[src/rtl/key_event_sequencer_pkg.sv]
// Shared types for the key event sequencer: event record, repeat FSM states
// and the lowest-index key selector.
package key_event_sequencer_pkg;

    localparam int KEY_W    = 3;
    localparam int NUM_KEYS = 5;
    localparam int EVT_W    = KEY_W + 1;

    typedef struct packed {
        logic [KEY_W-1:0] code;
        logic             rpt;
    } evt_t;

    typedef enum logic [1:0] {
        ST_IDLE   = 2'd0,
        ST_HOLD   = 2'd1,
        ST_REPEAT = 2'd2
    } rpt_state_e;

    // Lowest set index wins when several keys pulse together.
    function automatic logic [KEY_W-1:0] lowest_key(input logic [NUM_KEYS-1:0] pulses);
        lowest_key = '0;
        for (int i = NUM_KEYS - 1; i >= 0; i--) begin
            if (pulses[i]) lowest_key = KEY_W'(i);
        end
    endfunction

endpackage

[src/rtl/event_fifo.sv]
// Synchronous show-ahead FIFO: the head entry is visible on pop_data whenever
// the FIFO is not empty. A push to a full FIFO is accepted only if a pop occurs.
module event_fifo #(
    parameter int DEPTH = 4,
    parameter int WIDTH = 4
) (
    input  logic                       sysclk,
    input  logic                       reset,
    input  logic                       push,
    input  logic [WIDTH-1:0]           push_data,
    input  logic                       pop,
    output logic [WIDTH-1:0]           pop_data,
    output logic                       full,
    output logic                       empty,
    output logic [$clog2(DEPTH):0]     count
);

    localparam int AW = $clog2(DEPTH);
    localparam int CW = AW + 1;

    logic [WIDTH-1:0] mem_q [DEPTH];
    logic [AW-1:0]    wr_ptr_q, wr_ptr_d;
    logic [AW-1:0]    rd_ptr_q, rd_ptr_d;
    logic [CW-1:0]    count_q, count_d;
    logic             do_push, do_pop;

    assign empty   = (count_q == '0);
    assign full    = (count_q == CW'(DEPTH));
    assign do_pop  = pop && !empty;
    assign do_push = push && (!full || do_pop);

    // NOTE: every signal gets a default at the top of an always_comb so no
    // path leaves it unassigned, which would otherwise infer a latch.
    always_comb begin
        wr_ptr_d = wr_ptr_q;
        rd_ptr_d = rd_ptr_q;
        count_d  = count_q + CW'(do_push) - CW'(do_pop);
        if (do_push) wr_ptr_d = wr_ptr_q + AW'(1);
        if (do_pop)  rd_ptr_d = rd_ptr_q + AW'(1);
    end

    // NOTE: sequential state uses non-blocking assignments so all flops
    // update together at the edge regardless of statement order.
    always_ff @(posedge sysclk) begin
        if (reset) begin
            wr_ptr_q <= '0;
            rd_ptr_q <= '0;
            count_q  <= '0;
        end else begin
            wr_ptr_q <= wr_ptr_d;
            rd_ptr_q <= rd_ptr_d;
            count_q  <= count_d;
        end
    end

    // NOTE: storage is deliberately not reset; entries are only read while
    // count says they are valid, and the empty case is forced to zero below.
    always_ff @(posedge sysclk) begin
        if (do_push) mem_q[wr_ptr_q] <= push_data;
    end

    assign pop_data = empty ? '0 : mem_q[rd_ptr_q];
    assign count    = count_q;

endmodule

[src/rtl/key_event_sequencer.sv]
// Turns key press pulses and held levels into a queue of press and
// auto-repeat events, with a sticky overflow flag for dropped events.
module key_event_sequencer
    import key_event_sequencer_pkg::*;
#(
    parameter int DEPTH        = 4,
    parameter int REPEAT_DELAY = 16,
    parameter int REPEAT_RATE  = 4
) (
    input  logic                      sysclk,
    input  logic                      reset,
    input  logic                      tick,
    input  logic [NUM_KEYS-1:0]       key_pulse,
    input  logic [NUM_KEYS-1:0]       key_level,
    input  logic                      evt_ready,
    output logic                      evt_valid,
    output logic [KEY_W-1:0]          evt_code,
    output logic                      evt_repeat,
    output logic [$clog2(DEPTH):0]    fifo_count,
    output logic                      overflow,
    input  logic                      ovf_clr
);

    localparam int CNT_MAX = (REPEAT_DELAY > REPEAT_RATE) ? REPEAT_DELAY : REPEAT_RATE;
    localparam int CNT_W   = $clog2(CNT_MAX + 1);

    rpt_state_e       state_q, state_d;
    logic [KEY_W-1:0] key_q, key_d;
    logic [CNT_W-1:0] cnt_q, cnt_d;
    logic [CNT_W-1:0] cnt_inc, cnt_limit;
    logic             overflow_q, overflow_d;

    logic             pulse_any, pulse_multi, key_held, rpt_fire;
    logic             push, pop, full, empty;
    evt_t             push_evt, head_evt;

    assign pulse_any   = |key_pulse;
    assign pulse_multi = (key_pulse & (key_pulse - NUM_KEYS'(1))) != '0;
    assign key_held    = key_level[key_q];
    assign cnt_inc     = cnt_q + CNT_W'(1);

    always_comb begin
        state_d   = state_q;
        key_d     = key_q;
        cnt_d     = cnt_q;
        rpt_fire  = 1'b0;
        cnt_limit = (state_q == ST_HOLD) ? CNT_W'(REPEAT_DELAY) : CNT_W'(REPEAT_RATE);
        // A press always restarts hold timing, even for a different key, and
        // suppresses any repeat that would have fired this cycle.
        if (pulse_any) begin
            state_d = ST_HOLD;
            key_d   = lowest_key(key_pulse);
            cnt_d   = '0;
        end else begin
            case (state_q)
                ST_HOLD, ST_REPEAT: begin
                    if (!key_held) begin
                        state_d = ST_IDLE;
                        cnt_d   = '0;
                    end else if (tick) begin
                        if (cnt_inc == cnt_limit) begin
                            rpt_fire = 1'b1;
                            cnt_d    = '0;
                            state_d  = ST_REPEAT;
                        end else begin
                            cnt_d = cnt_inc;
                        end
                    end
                end
                default: ;
            endcase
        end
    end

    always_comb begin
        push          = pulse_any || rpt_fire;
        push_evt.code = pulse_any ? lowest_key(key_pulse) : key_q;
        push_evt.rpt  = !pulse_any;
        pop           = evt_ready && !empty;
        // Clear loses to a fresh drop in the same cycle.
        overflow_d    = (overflow_q && !ovf_clr) || pulse_multi || (push && full && !pop);
    end

    always_ff @(posedge sysclk) begin
        if (reset) begin
            state_q    <= ST_IDLE;
            key_q      <= '0;
            cnt_q      <= '0;
            overflow_q <= 1'b0;
        end else begin
            state_q    <= state_d;
            key_q      <= key_d;
            cnt_q      <= cnt_d;
            overflow_q <= overflow_d;
        end
    end

    event_fifo #(
        .DEPTH (DEPTH),
        .WIDTH (EVT_W)
    ) u_event_fifo (
        .sysclk    (sysclk),
        .reset     (reset),
        .push      (push),
        .push_data (push_evt),
        .pop       (pop),
        .pop_data  (head_evt),
        .full      (full),
        .empty     (empty),
        .count     (fifo_count)
    );

    assign evt_valid  = !empty;
    assign evt_code   = head_evt.code;
    assign evt_repeat = head_evt.rpt;
    assign overflow   = overflow_q;

endmodule

[config.mk]
export PLATFORM = sky130hd
export DESIGN_NAME = key_event_sequencer
export DESIGN_NICKNAME = d
export VERILOG_FILES = /design/src/rtl/key_event_sequencer_pkg.sv /design/src/rtl/event_fifo.sv /design/src/rtl/key_event_sequencer.sv
export SDC_FILE = /design/constraint.sdc
export NUM_CORES = 1
export LEC_CHECK = 0
export CAP_MARGIN = 30
export CORE_ASPECT_RATIO = 0.9
export CORE_MARGIN = 4
export CORE_UTILIZATION = 30
export DETAILED_ROUTE_END_ITERATION = 10
export SLEW_MARGIN = 25
export SYNTH_ARGS = -nofsm -noshare
export SYNTH_HDL_FRONTEND = slang
export SYNTH_SLANG_ARGS = --single-unit
[constraint.sdc]
create_clock -name sysclk -period 2.35 [get_ports sysclk]
set_input_delay 0.3525 -clock sysclk [delete_from_list [all_inputs] [get_ports sysclk]]
set_output_delay 0.3525 -clock sysclk [all_outputs]
set_load 0.02 [all_outputs]
==> results of run 1 <==
==> metrics by stage <==
| stage | hold slack [ns] | util (%) | cells |
|---|---|---|---|
| 5_1_grt | 0.567 | 43.5 | 302 |
| 3_5_place_dp | 0.515 | 41.8 | 294 |
| 4_1_cts | 0.536 | 43.4 | 302 |
| 2_1_floorplan | 0.431 | - | 175 |
| 6_report | 0.524 | 43.5 | 302 |
| 3_3_place_gp | 0.512 | 41.8 | 294 |
==> cell type report <==
class / instances / share of cell area (%)
multi-input combinational: 122 / 37.9
sequential: 36 / 35.2
timing repair buffer: 53 / 18.1
tap: 70 / 3.48
clock buffer: 5 / 2.73
inverter: 13 / 1.94
clock inverter: 3 / 0.695
==> tightest hold or removal path, cell delays in order (launching register included) <==
cell and delay [ns]:
sky130_fd_sc_hd__dfxtp_1 0.32, sky130_fd_sc_hd__xor2_1 0.06, sky130_fd_sc_hd__nor2_1 0.10
==> power by group through the flow <==
stage / registers, mW / logic [mW] / clock network, mW
4_1_cts: 0.849 / 0.868 / 0.445
6_report: 0.845 / 0.852 / 0.422
5_1_grt: 0.860 / 0.938 / 0.472
3_5_place_dp: 0.861 / 0.867 / 0
2_1_floorplan: 0.886 / 0.490 / 0
3_3_place_gp: 0.856 / 0.861 / 0
==> worst min-delay path by stage <==
| stage | slack (ns) | startpoint | end |
|---|---|---|---|
| detailed placement | 0.51 | state_q[1]$_SDFFE_PP0P_ | state_q[1]$_SDFFE_PP0P_ |
| floorplan | 0.43 | key_pulse[0] | key_q[1]$_SDFF_PP0_ |
| global placement | 0.51 | u_event_fifo.rd_ptr_q[1]$_SDFFE_PP0P_ | u_event_fifo.rd_ptr_q[1]$_SDFFE_PP0P_ |
| global route | 0.57 | state_q[1]$_SDFFE_PP0P_ | state_q[1]$_SDFFE_PP0P_ |
| finish | 0.52 | u_event_fifo.rd_ptr_q[1]$_SDFFE_PP0P_ | flip-flop |
| CTS | 0.54 | state_q[1]$_SDFFE_PP0P_ | state_q[1]$_SDFFE_PP0P_ |
==> cells by family (layout without fill, tap and decap cells) <==
kind of cell,after synthesis,after routing
and+or+nand+nor,78,78
DFF,36,36
AOI/OAI and AO/OA,23,23
buffers and inverters,17,74
adders and majority gates,10,10
muxes,7,7
xor gates and xnor gates,4,4
==> cells in the final DEF (no fill, tap or decap), types with 6 or more instances in the layout <==
| master | n |
|---|---|
| sky130_fd_sc_hd__nand2_1 | 8 |
| sky130_fd_sc_hd__buf_4 | 30 |
| sky130_fd_sc_hd__nor2_1 | 15 |
| sky130_fd_sc_hd__nand3_1 | 12 |
| sky130_fd_sc_hd__edfxtp_1 | 16 |
| sky130_fd_sc_hd__inv_1 | 12 |
| sky130_fd_sc_hd__clkdlybuf4s50_1 | 23 |
| sky130_fd_sc_hd__dfxtp_1 | 16 |
| sky130_fd_sc_hd__and2_1 | 6 |
==> timing repair <==
item                                    CTS  global route
gates resized for setup                   2             1
endpoints found under the hold margin     0             0
pin swaps                                 5             2
endpoints found under the setup margin    5             2
buffers inserted                          0             0
==> metal layers <==
| layer | up-vias | track usage [%] |
|---|---|---|
| li1 | 762 | - |
| met1 | 703 | 13.8 |
| met2 | 21 | 19.5 |
| met3 | 2 | 3.26 |
| met4 | 0 | 4.13 |
| met5 | - | 0 |
==> registers in the layout, summed over array words and instances, names as in the netlist, named ones only <==
signal	count
cnt_q	5
key_q	3
overflow	1
state_q	2
u_event_fifo.count	3
u_event_fifo.mem_q	16
u_event_fifo.rd_ptr_q	2
u_event_fifo.wr_ptr_q	2
==> flow_summary.html, run 1 <==
<table>
<tr><th>Metric</th><th>Value</th></tr>
<tr><th colspan="2">Floorplan</th></tr>
<tr><td>Starting density of the core</td><td>31.7%</td></tr>
<tr><td>Ports placed on the boundary</td><td>24</td></tr>
<tr><td>Core area</td><td>5790 µm²</td></tr>
<tr><td>Die Footprint</td><td>7430 µm²</td></tr>
<tr><td>Die W</td><td>90.4 µm</td></tr>
<tr><td>Die height</td><td>82.2 µm</td></tr>
<tr><td>Number of rows in the core area</td><td>26</td></tr>
<tr><th colspan="2">Placement</th></tr>
<tr><td>HPWL Detailed</td><td>3.10 mm</td></tr>
<tr><td>Post-place setup slack</td><td>-0.294 ns</td></tr>
<tr><td>Placed inst area</td><td>2420 µm²</td></tr>
<tr><td>Routability congestion estimate</td><td>0.824</td></tr>
<tr><td>Number of port buffers</td><td>23</td></tr>
<tr><th colspan="2">Drt</th></tr>
<tr><td>M1 wire length</td><td>1.82 mm</td></tr>
<tr><td>Via count of the routed design</td><td>1,488</td></tr>
<tr><td>Top Metal Used</td><td>met4</td></tr>
<tr><td>Avg Vias per Cell</td><td>4.93</td></tr>
<tr><td>Met2 wire len</td><td>1.88 mm</td></tr>
<tr><td>Metal3 WL</td><td>152 µm</td></tr>
<tr><td>DRT Wirelength</td><td>3.89 mm</td></tr>
<tr><td>Remaining number of nets flagged by the antenna check after routing</td><td>0</td></tr>
<tr><td>Post-detailed-route wirelength per cell</td><td>12.9 µm</td></tr>
<tr><td>Router iterations before antenna repair</td><td>4</td></tr>
<tr><td>Post-route DRC</td><td>0</td></tr>
<tr><td>Number of violations reported at the end of detailed-routing iteration 0</td><td>40</td></tr>
<tr><th colspan="2">Clock tree</th></tr>
<tr><td>Clock sinks</td><td>36</td></tr>
<tr><td>TritonCTS clock tree</td><td>done</td></tr>
<tr><td>Maximum root-to-sink buffer count</td><td>2</td></tr>
<tr><td>Count of hold buffers inserted by post-cts repair</td><td>0</td></tr>
<tr><td>Number of buffers created by CTS</td><td>5</td></tr>
<tr><td>CTS root buffer</td><td>sky130_fd_sc_hd__clkbuf_8</td></tr>
<tr><td>Skew-Pair Late Insertion Delay</td><td>0.28 ns</td></tr>
<tr><td>Clock-pin transition on the worst setup and hold timing paths</td><td>0.07 ns</td></tr>
<tr><td>Number of H-tree branching levels</td><td>2</td></tr>
<tr><th colspan="2">Yosys</th></tr>
<tr><td>Multiplexer fraction of the synthesized cell area</td><td>6.62%</td></tr>
<tr><td>Synthesized area divided by synthesized cell count</td><td>10.5 µm²</td></tr>
<tr><td>Area share of fa/ha/maj cells after synthesis</td><td>7.09%</td></tr>
<tr><td>Top cell type's share of synthesized area</td><td>26.2%</td></tr>
<tr><td>Number of enable flip-flop cells after synthesis</td><td>16</td></tr>
<tr><td>Post-Synth Simple-Gate Area</td><td>23.5%</td></tr>
<tr><td>Cells after synthesis</td><td>175</td></tr>
<tr><td>Share of the yosys chip area belonging to registers</td><td>48.0%</td></tr>
<tr><td>Combinational family with the most area after synthesis</td><td>simple AND/OR/NAND/NOR gates</td></tr>
<tr><td>Primary FF master, synth</td><td>sky130_fd_sc_hd__dfxtp_1</td></tr>
<tr><td>Post-synthesis register bit count</td><td>36</td></tr>
<tr><td>Cell Area, Synth</td><td>1830 µm²</td></tr>
<tr><td>Synth cell types</td><td>45</td></tr>
<tr><td>Fraction of registers with async set/reset</td><td>0%</td></tr>
<tr><td>Area fraction in compound gates after synthesis</td><td>9.21%</td></tr>
<tr><td>Cell type contributing the most total cell area after synthesis</td><td>sky130_fd_sc_hd__edfxtp_1</td></tr>
<tr><td>Syn_nets</td><td>199</td></tr>
<tr><td>Warning count from the yosys run</td><td>0</td></tr>
<tr><td>Most instantiated cells after synthesis</td><td>20 x sky130_fd_sc_hd__dfxtp_1, 16 x sky130_fd_sc_hd__edfxtp_1, 15 x sky130_fd_sc_hd__nor2_1</td></tr>
<tr><td>Xor/xnor cell area share of the yosys netlist</td><td>1.91%</td></tr>
<tr><td>Synth top area cells</td><td>sky130_fd_sc_hd__edfxtp_1 26%, sky130_fd_sc_hd__dfxtp_1 22%, sky130_fd_sc_hd__ha_1 5.5%</td></tr>
<tr><td>Cell with the most instances after synthesis</td><td>sky130_fd_sc_hd__dfxtp_1</td></tr>
<tr><th colspan="2">Final layout</th></tr>
<tr><td>Seq. cell area</td><td>886 µm²</td></tr>
<tr><td>Layout cell share with drive strength beyond 1</td><td>26.7%</td></tr>
<tr><td>Finished Cell Area</td><td>2520 µm²</td></tr>
<tr><td>Count of antenna diodes in the layout</td><td>0</td></tr>
<tr><td>Multi-input combinational cell area</td><td>955 µm²</td></tr>
<tr><td>Relative area change from synthesis to final layout</td><td>37.3%</td></tr>
<tr><td>FILL cells</td><td>561</td></tr>
<tr><td>Nets</td><td>255</td></tr>
<tr><th colspan="2">Pwr</th></tr>
<tr><td>Clock power share</td><td>19.9%</td></tr>
<tr><td>Switching pwr</td><td>0.655 mW</td></tr>
<tr><td>Internal power component</td><td>1.47 mW</td></tr>
<tr><td>Power per unit of standard cell area</td><td>842 nW/µm²</td></tr>
<tr><td>Standby leakage power</td><td>0.950 nW</td></tr>
<tr><td>Switching share of total power</td><td>30.9%</td></tr>
<tr><td>Fraction of power consumed by sequential logic</td><td>39.9%</td></tr>
<tr><td>Proportion of power drawn by combinational gates</td><td>40.2%</td></tr>
<tr><td>Overall power after layout</td><td>2.12 mW</td></tr>
<tr><td>Max IR drop VDD</td><td>0.296 mV</td></tr>
<tr><th colspan="2">STA</th></tr>
<tr><td>Final setup slack of the worst path</td><td>0.0207 ns</td></tr>
<tr><td>RSZ-0062 raised after global routing</td><td>yes</td></tr>
<tr><td>Highest clock rate</td><td>429 MHz</td></tr>
<tr><td>Post-route fraction of the period consumed by the critical path</td><td>99.1%</td></tr>
<tr><td>Headroom to the max-slew limit</td><td>57.9%</td></tr>
<tr><td>Worst-Margin Slew</td><td>0.626 ns</td></tr>
<tr><td>Max-slew violation count</td><td>0</td></tr>
<tr><td>Final TNS setup</td><td>0 ns</td></tr>
<tr><td># setup viols final</td><td>0</td></tr>
<tr><td>Setup skew after layout</td><td>0.00924 ns</td></tr>
<tr><td>Min Tclk post-route</td><td>2.33 ns</td></tr>
<tr><td>Hold violation total from the final report</td><td>0</td></tr>
<tr><th colspan="2">Global routing</th></tr>
<tr><td>Initial antenna violation count</td><td>0</td></tr>
<tr><td>Total global-route track usage</td><td>11.4%</td></tr>
<tr><td>Maximum number of pins on one net before global-route repair</td><td>13</td></tr>
<tr><td>Total global routing overflow</td><td>0</td></tr>
<tr><td>Vias in the first global route</td><td>1,477</td></tr>
<tr><td>First-pass GRT wire length</td><td>6.73 mm</td></tr>
<tr><th colspan="2">Setup path</th></tr>
<tr><td>Max FO, Critical Path</td><td>3</td></tr>
<tr><td>Critical path buffers and inverters</td><td>0</td></tr>
<tr><td>Worst reg2reg path endpoint</td><td>u_event_fifo.count[2]$_SDFF_PP0_</td></tr>
<tr><td>Critical path's top delay family</td><td>adder cells</td></tr>
<tr><td>Kind of start point of the critical path</td><td>flip-flop</td></tr>
<tr><td>Required time at the endpoint of the critical path</td><td>2.53 ns</td></tr>
<tr><td>Critical path, cell by cell</td><td>ha_2 &gt; or2b_1 &gt; a211oi_2 &gt; or3_4 &gt; a21oi_4 &gt; nor2_1 &gt; ha_2 &gt; fa_2 &gt; xnor2_2 &gt; xnor2_1 &gt; nor2_1</td></tr>
<tr><td>Source of the critical timing path</td><td>cnt_q[1]$_SDFFE_PP0P_</td></tr>
<tr><td>Crit path capture type</td><td>flip-flop</td></tr>
<tr><td>Flop2flop setup slack</td><td>0.02 ns</td></tr>
<tr><td>Critical Path Max Stage Delay</td><td>0.39 ns</td></tr>
<tr><td>Reg-to-Reg Start</td><td>cnt_q[1]$_SDFFE_PP0P_</td></tr>
<tr><td>Cell count of the worst reg-to-reg path</td><td>11</td></tr>
<tr><td>Critical-path top delay cell</td><td>sky130_fd_sc_hd__or3_4</td></tr>
<tr><td>Type of the worst setup path</td><td>flip-flop to flip-flop</td></tr>
<tr><td>Critical Path AT</td><td>2.50 ns</td></tr>
<tr><td>CP Depth</td><td>11</td></tr>
<tr><td>Endpoint of the most critical setup path</td><td>u_event_fifo.count[2]$_SDFF_PP0_</td></tr>
<tr><th colspan="2">Outcome</th></tr>
<tr><td>Outcome</td><td>finished clean</td></tr>
<tr><th colspan="2">Flow run</th></tr>
<tr><td>Max capacitance violation total</td><td>0</td></tr>
<tr><th colspan="2">Min path</th></tr>
<tr><td>Type of the tightest min-delay check</td><td>flip-flop to flip-flop</td></tr>
<tr><td>Worst Hold Depth</td><td>2</td></tr>
</table>
Power figures use the tool's default switching activity.
==> run 2: changes to the inputs <==
--- a/config.mk
+++ b/config.mk
@@ -5,7 +5,7 @@
 export SDC_FILE = /design/constraint.sdc
 export NUM_CORES = 1
 export LEC_CHECK = 0
-export CAP_MARGIN = 30
+export CAP_MARGIN = 20
 export CORE_ASPECT_RATIO = 0.9
 export CORE_MARGIN = 4
 export CORE_UTILIZATION = 30
==> results of run 2 <==
No change in the layout: final DEF, timing and power equal those of run 1.
==> run 3: changes to the inputs <==
--- a/config.mk
+++ b/config.mk
@@ -13,4 +13,5 @@
 export SLEW_MARGIN = 25
 export SYNTH_ARGS = -nofsm -noshare
 export SYNTH_HDL_FRONTEND = slang
+export SYNTH_HIERARCHICAL = 1
 export SYNTH_SLANG_ARGS = --single-unit
==> flow_summary.html, run 3 <==
<table>
<tr><th>Metric</th><th>Value</th></tr>
<tr><th colspan="2">Pwr</th></tr>
<tr><td>Clock power share</td><td>20.0%</td></tr>
<tr><td>Standby leakage power</td><td>0.972 nW</td></tr>
<tr><td>Power per unit of standard cell area</td><td>862 nW/µm²</td></tr>
<tr><td>Switching share of total power</td><td>31.7%</td></tr>
<tr><td>Internal power component</td><td>1.47 mW</td></tr>
<tr><td>Proportion of power drawn by combinational gates</td><td>39.6%</td></tr>
<tr><td>Fraction of power consumed by sequential logic</td><td>40.4%</td></tr>
<tr><td>Switching pwr</td><td>0.685 mW</td></tr>
<tr><td>Max IR drop VDD</td><td>0.608 mV</td></tr>
<tr><th colspan="2">Yosys</th></tr>
<tr><td>Cell with the most instances after synthesis</td><td>sky130_fd_sc_hd__dfxtp_1</td></tr>
<tr><td>Xor/xnor cell area share of the yosys netlist</td><td>1.96%</td></tr>
<tr><td>Primary FF master, synth</td><td>sky130_fd_sc_hd__dfxtp_1</td></tr>
<tr><td>Most instantiated cells after synthesis</td><td>20 x sky130_fd_sc_hd__dfxtp_1, 16 x sky130_fd_sc_hd__edfxtp_1, 12 x sky130_fd_sc_hd__nor2_1, 12 x sky130_fd_sc_hd__nor2b_1, 8 x sky130_fd_sc_hd__inv_1</td></tr>
<tr><td>Fraction of registers with async set/reset</td><td>0%</td></tr>
<tr><td>Number of enable flip-flop cells after synthesis</td><td>16</td></tr>
<tr><td>Warning count from the yosys run</td><td>6</td></tr>
<tr><td>Synth cell types</td><td>48</td></tr>
<tr><td>Syn_nets</td><td>179</td></tr>
<tr><td>Multiplexer fraction of the synthesized cell area</td><td>8.26%</td></tr>
<tr><td>Cell type contributing the most total cell area after synthesis</td><td>sky130_fd_sc_hd__edfxtp_1</td></tr>
<tr><td>Cell Area, Synth</td><td>1790 µm²</td></tr>
<tr><td>Share of the yosys chip area belonging to registers</td><td>49.3%</td></tr>
<tr><td>Top cell type's share of synthesized area</td><td>26.9%</td></tr>
<tr><td>Area fraction in compound gates after synthesis</td><td>9.59%</td></tr>
<tr><td>Area share of fa/ha/maj cells after synthesis</td><td>6.58%</td></tr>
<tr><td>Synthesized area divided by synthesized cell count</td><td>11.5 µm²</td></tr>
<tr><td>Combinational family with the most area after synthesis</td><td>simple AND/OR/NAND/NOR gates</td></tr>
<tr><td>Post-synthesis register bit count</td><td>36</td></tr>
<tr><td>Post-Synth Simple-Gate Area</td><td>22.2%</td></tr>
<tr><td>Synth top area cells</td><td>sky130_fd_sc_hd__edfxtp_1 27%, sky130_fd_sc_hd__dfxtp_1 22%, sky130_fd_sc_hd__mux4_2 6.3%</td></tr>
<tr><td>Cells after synthesis</td><td>156</td></tr>
<tr><th colspan="2">STA</th></tr>
<tr><td>Post-route fraction of the period consumed by the critical path</td><td>108%</td></tr>
<tr><td>Worst-Margin Slew</td><td>0.510 ns</td></tr>
<tr><td>Final TNS setup</td><td>-0.257 ns</td></tr>
<tr><td>Highest clock rate</td><td>394 MHz</td></tr>
<tr><td>Min Tclk post-route</td><td>2.54 ns</td></tr>
<tr><td>Final setup slack of the worst path</td><td>-0.186 ns</td></tr>
<tr><td>Headroom to the max-slew limit</td><td>65.7%</td></tr>
<tr><td>RSZ-0062 raised after global routing</td><td>yes</td></tr>
<tr><td>Hold violation total from the final report</td><td>0</td></tr>
<tr><td># setup viols final</td><td>2</td></tr>
<tr><td>Setup skew after layout</td><td>0.00844 ns</td></tr>
<tr><td>Final Hold Slack</td><td>0.506 ns</td></tr>
<tr><td>Max-slew violation count</td><td>0</td></tr>
<tr><th colspan="2">Outcome</th></tr>
<tr><td>Violations in the final reports</td><td>setup timing</td></tr>
<tr><td>Outcome</td><td>finished, violations left</td></tr>
<tr><th colspan="2">Final layout</th></tr>
<tr><td>Finished Cell Area</td><td>2500 µm²</td></tr>
<tr><td>Count of antenna diodes in the layout</td><td>0</td></tr>
<tr><td>Layout cell share with drive strength beyond 1</td><td>33.3%</td></tr>
<tr><td>FILL cells</td><td>546</td></tr>
<tr><td>Nets</td><td>241</td></tr>
<tr><td>Leading cell type in the layout, fill and taps excluded</td><td>sky130_fd_sc_hd__buf_4</td></tr>
<tr><td>Registers with the highest flip-flop counts</td><td>u_event_fifo/mem_q x16, cnt_q x5</td></tr>
<tr><td>Commonest non-fill, non-tap cells in the layout</td><td>34 x sky130_fd_sc_hd__buf_4, 19 x sky130_fd_sc_hd__clkdlybuf4s50_1, 16 x sky130_fd_sc_hd__dfxtp_1, 16 x sky130_fd_sc_hd__edfxtp_1</td></tr>
<tr><td>Relative area change from synthesis to final layout</td><td>40.0%</td></tr>
<tr><td>Max reg flops</td><td>16</td></tr>
<tr><td>Register name with the most flops</td><td>u_event_fifo/mem_q</td></tr>
<tr><th colspan="2">Floorplan</th></tr>
<tr><td>Die Footprint</td><td>7260 µm²</td></tr>
<tr><td>Core area</td><td>5730 µm²</td></tr>
<tr><td>Die height</td><td>81.2 µm</td></tr>
<tr><td>Die W</td><td>89.4 µm</td></tr>
<tr><td>Starting density of the core</td><td>31.2%</td></tr>
<tr><td>Number of rows in the core area</td><td>26</td></tr>
<tr><td>Ports placed on the boundary</td><td>24</td></tr>
<tr><th colspan="2">Drt</th></tr>
<tr><td>Via count of the routed design</td><td>1,361</td></tr>
<tr><td>Router iterations before antenna repair</td><td>4</td></tr>
<tr><td>Post-detailed-route wirelength per cell</td><td>12.4 µm</td></tr>
<tr><td>Post-route DRC</td><td>0</td></tr>
<tr><td>Number of violations reported at the end of detailed-routing iteration 0</td><td>46</td></tr>
<tr><td>DRT Wirelength</td><td>3.58 mm</td></tr>
<tr><td>Remaining number of nets flagged by the antenna check after routing</td><td>0</td></tr>
<tr><td>Avg Vias per Cell</td><td>4.71</td></tr>
<tr><th colspan="2">Min path</th></tr>
<tr><td>Worst min-delay path endpoint</td><td>state_q[1]$_SDFFE_PP0P_</td></tr>
<tr><td>Type of the tightest min-delay check</td><td>flip-flop to flip-flop</td></tr>
<tr><td>Worst Hold Depth</td><td>2</td></tr>
<tr><td>Startpoint of the most critical hold path</td><td>state_q[1]$_SDFFE_PP0P_</td></tr>
<tr><th colspan="2">Clock tree</th></tr>
<tr><td>Maximum root-to-sink buffer count</td><td>2</td></tr>
<tr><td>Number of H-tree branching levels</td><td>2</td></tr>
<tr><td>Skew-Pair Late Insertion Delay</td><td>0.29 ns</td></tr>
<tr><td>Clock-pin transition on the worst setup and hold timing paths</td><td>0.08 ns</td></tr>
<tr><td>TritonCTS clock tree</td><td>done</td></tr>
<tr><td>Clock sinks</td><td>36</td></tr>
<tr><td>CTS root buffer</td><td>sky130_fd_sc_hd__clkbuf_8</td></tr>
<tr><td>Number of buffers created by CTS</td><td>5</td></tr>
<tr><th colspan="2">Setup path</th></tr>
<tr><td>Reg-to-Reg Start</td><td>key_q[0]$_SDFF_PP0_</td></tr>
<tr><td>Critical Path AT</td><td>2.70 ns</td></tr>
<tr><td>Kind of start point of the critical path</td><td>flip-flop</td></tr>
<tr><td>Max FO, Critical Path</td><td>2</td></tr>
<tr><td>Worst reg2reg path endpoint</td><td>u_event_fifo/count[2]$_SDFF_PP0_</td></tr>
<tr><td>Crit path capture type</td><td>flip-flop</td></tr>
<tr><td>Required time at the endpoint of the critical path</td><td>2.51 ns</td></tr>
<tr><td>Type of the worst setup path</td><td>flip-flop to flip-flop</td></tr>
<tr><td>Flop2flop setup slack</td><td>-0.19 ns</td></tr>
<tr><td>Cell count of the worst reg-to-reg path</td><td>11</td></tr>
<tr><th colspan="2">Placement</th></tr>
<tr><td>Number of port buffers</td><td>23</td></tr>
<tr><td>Post-place setup slack</td><td>-0.652 ns</td></tr>
<tr><td>HPWL Detailed</td><td>2.81 mm</td></tr>
<tr><td>Routability congestion estimate</td><td>0.796</td></tr>
<tr><td>Placed inst area</td><td>2380 µm²</td></tr>
<tr><th colspan="2">Global routing</th></tr>
<tr><td>Maximum number of pins on one net before global-route repair</td><td>13</td></tr>
<tr><td>Total global routing overflow</td><td>0</td></tr>
<tr><td>Initial antenna violation count</td><td>0</td></tr>
<tr><td>First-pass GRT wire length</td><td>6.13 mm</td></tr>
<tr><td>Total global-route track usage</td><td>11.0%</td></tr>
<tr><td>Vias in the first global route</td><td>1,332</td></tr>
<tr><th colspan="2">Flow run</th></tr>
<tr><td>Max capacitance violation total</td><td>0</td></tr>
</table>
-- run 3: cell types whose count changed after synthesis, sizes merged, moves of 3 or more --
cell   before  now
a21o        0    3
nor2b       3   12
inv        13    8
nand3      12    4
nor3b       5    1
or3         6    1
-- run 3: power by group through the flow --
stage                     clock network [mW]  logic (mW)  registers [mW]
after global routing                   0.477       0.942           0.890
final                                  0.432       0.854           0.871
after global placement                     0       0.855           0.881
after CTS                              0.451       0.872           0.874
after floorplan                            0       0.472           0.920
after detailed placement                   0       0.863           0.886
-- run 3: worst max-delay path, stage by stage (launching register included) --
cell and delay, ns:
sky130_fd_sc_hd__dfxtp_2 0.34, sky130_fd_sc_hd__mux4_2 0.52, sky130_fd_sc_hd__a21o_4 0.23, sky130_fd_sc_hd__nand2_2 0.07, sky130_fd_sc_hd__nand2_2 0.06, sky130_fd_sc_hd__or2_1 0.24
sky130_fd_sc_hd__buf_4 0.13, sky130_fd_sc_hd__buf_4 0.12, sky130_fd_sc_hd__fa_2 0.36, sky130_fd_sc_hd__xnor2_2 0.14, sky130_fd_sc_hd__xnor2_1 0.15, sky130_fd_sc_hd__nor2_1 0.05
-- run 3: routing by layer --
layer,vias to the layer above,wire length [µm],track usage (%)
met4,0,60,4.02
met5,-,0,0
li1,694,-,-
met2,20,1700,18.3
met1,642,1640,13.5
met3,5,174,3.25
-- run 3: cell families (layout without fill, tap and decap cells) --
| logic type | count (synthesis) | count (layout) |
|---|---|---|
| simple gates | 67 | 67 |
| flops | 36 | 36 |
| compound gates | 22 | 22 |
| buf+inv | 10 | 73 |
| fa+ha+maj | 9 | 9 |
| mux | 8 | 8 |
| xor+xnor | 4 | 4 |
-- run 3: how the worst max path moves through the flow --
stage / from / to / depth (start not counted)
3_3_place_gp: key_level[3] / u_event_fifo/count[2]$_SDFF_PP0_ / 12
6_report: key_q[0]$_SDFF_PP0_ / u_event_fifo/count[2]$_SDFF_PP0_ / 11
2_1_floorplan: state_q[1]$_SDFFE_PP0P_ / u_event_fifo/count[2]$_SDFF_PP0_ / 14
3_5_place_dp: key_level[3] / u_event_fifo/count[2]$_SDFF_PP0_ / 12
5_1_grt: state_q[1]$_SDFFE_PP0P_ / u_event_fifo/count[2]$_SDFF_PP0_ / 14
4_1_cts: key_q[0]$_SDFF_PP0_ / u_event_fifo/count[2]$_SDFF_PP0_ / 11
-- run 3: layout make-up --
type	instances	area, µm²	area share, %
clock buffer	5	68.8	2.75
clock inverter	3	18.8	0.750
inverter	8	30.0	1.20
multi-input combinational	110	931	37.2
sequential	36	886	35.4
tap	70	87.6	3.50
timing repair buffer	57	480	19.2
-- run 3: what timing repair did --
action,in CTS,in global routing
hold buffers,0,0
setup endpoints to repair,4,2
buffers inserted,1,1
pin swaps,11,1
gates resized for setup,9,1
-- run 3: metrics by stage --
| stage | power [mW] | cells | util [%] |
|---|---|---|---|
| floorplan | 1.39 | 156 | - |
| global placement | 1.74 | 279 | 41.7 |
| detailed placement | 1.75 | 279 | 41.7 |
| CTS | 2.20 | 288 | 43.5 |
| global route | 2.31 | 289 | 43.7 |
| finish | 2.16 | 289 | 43.7 |
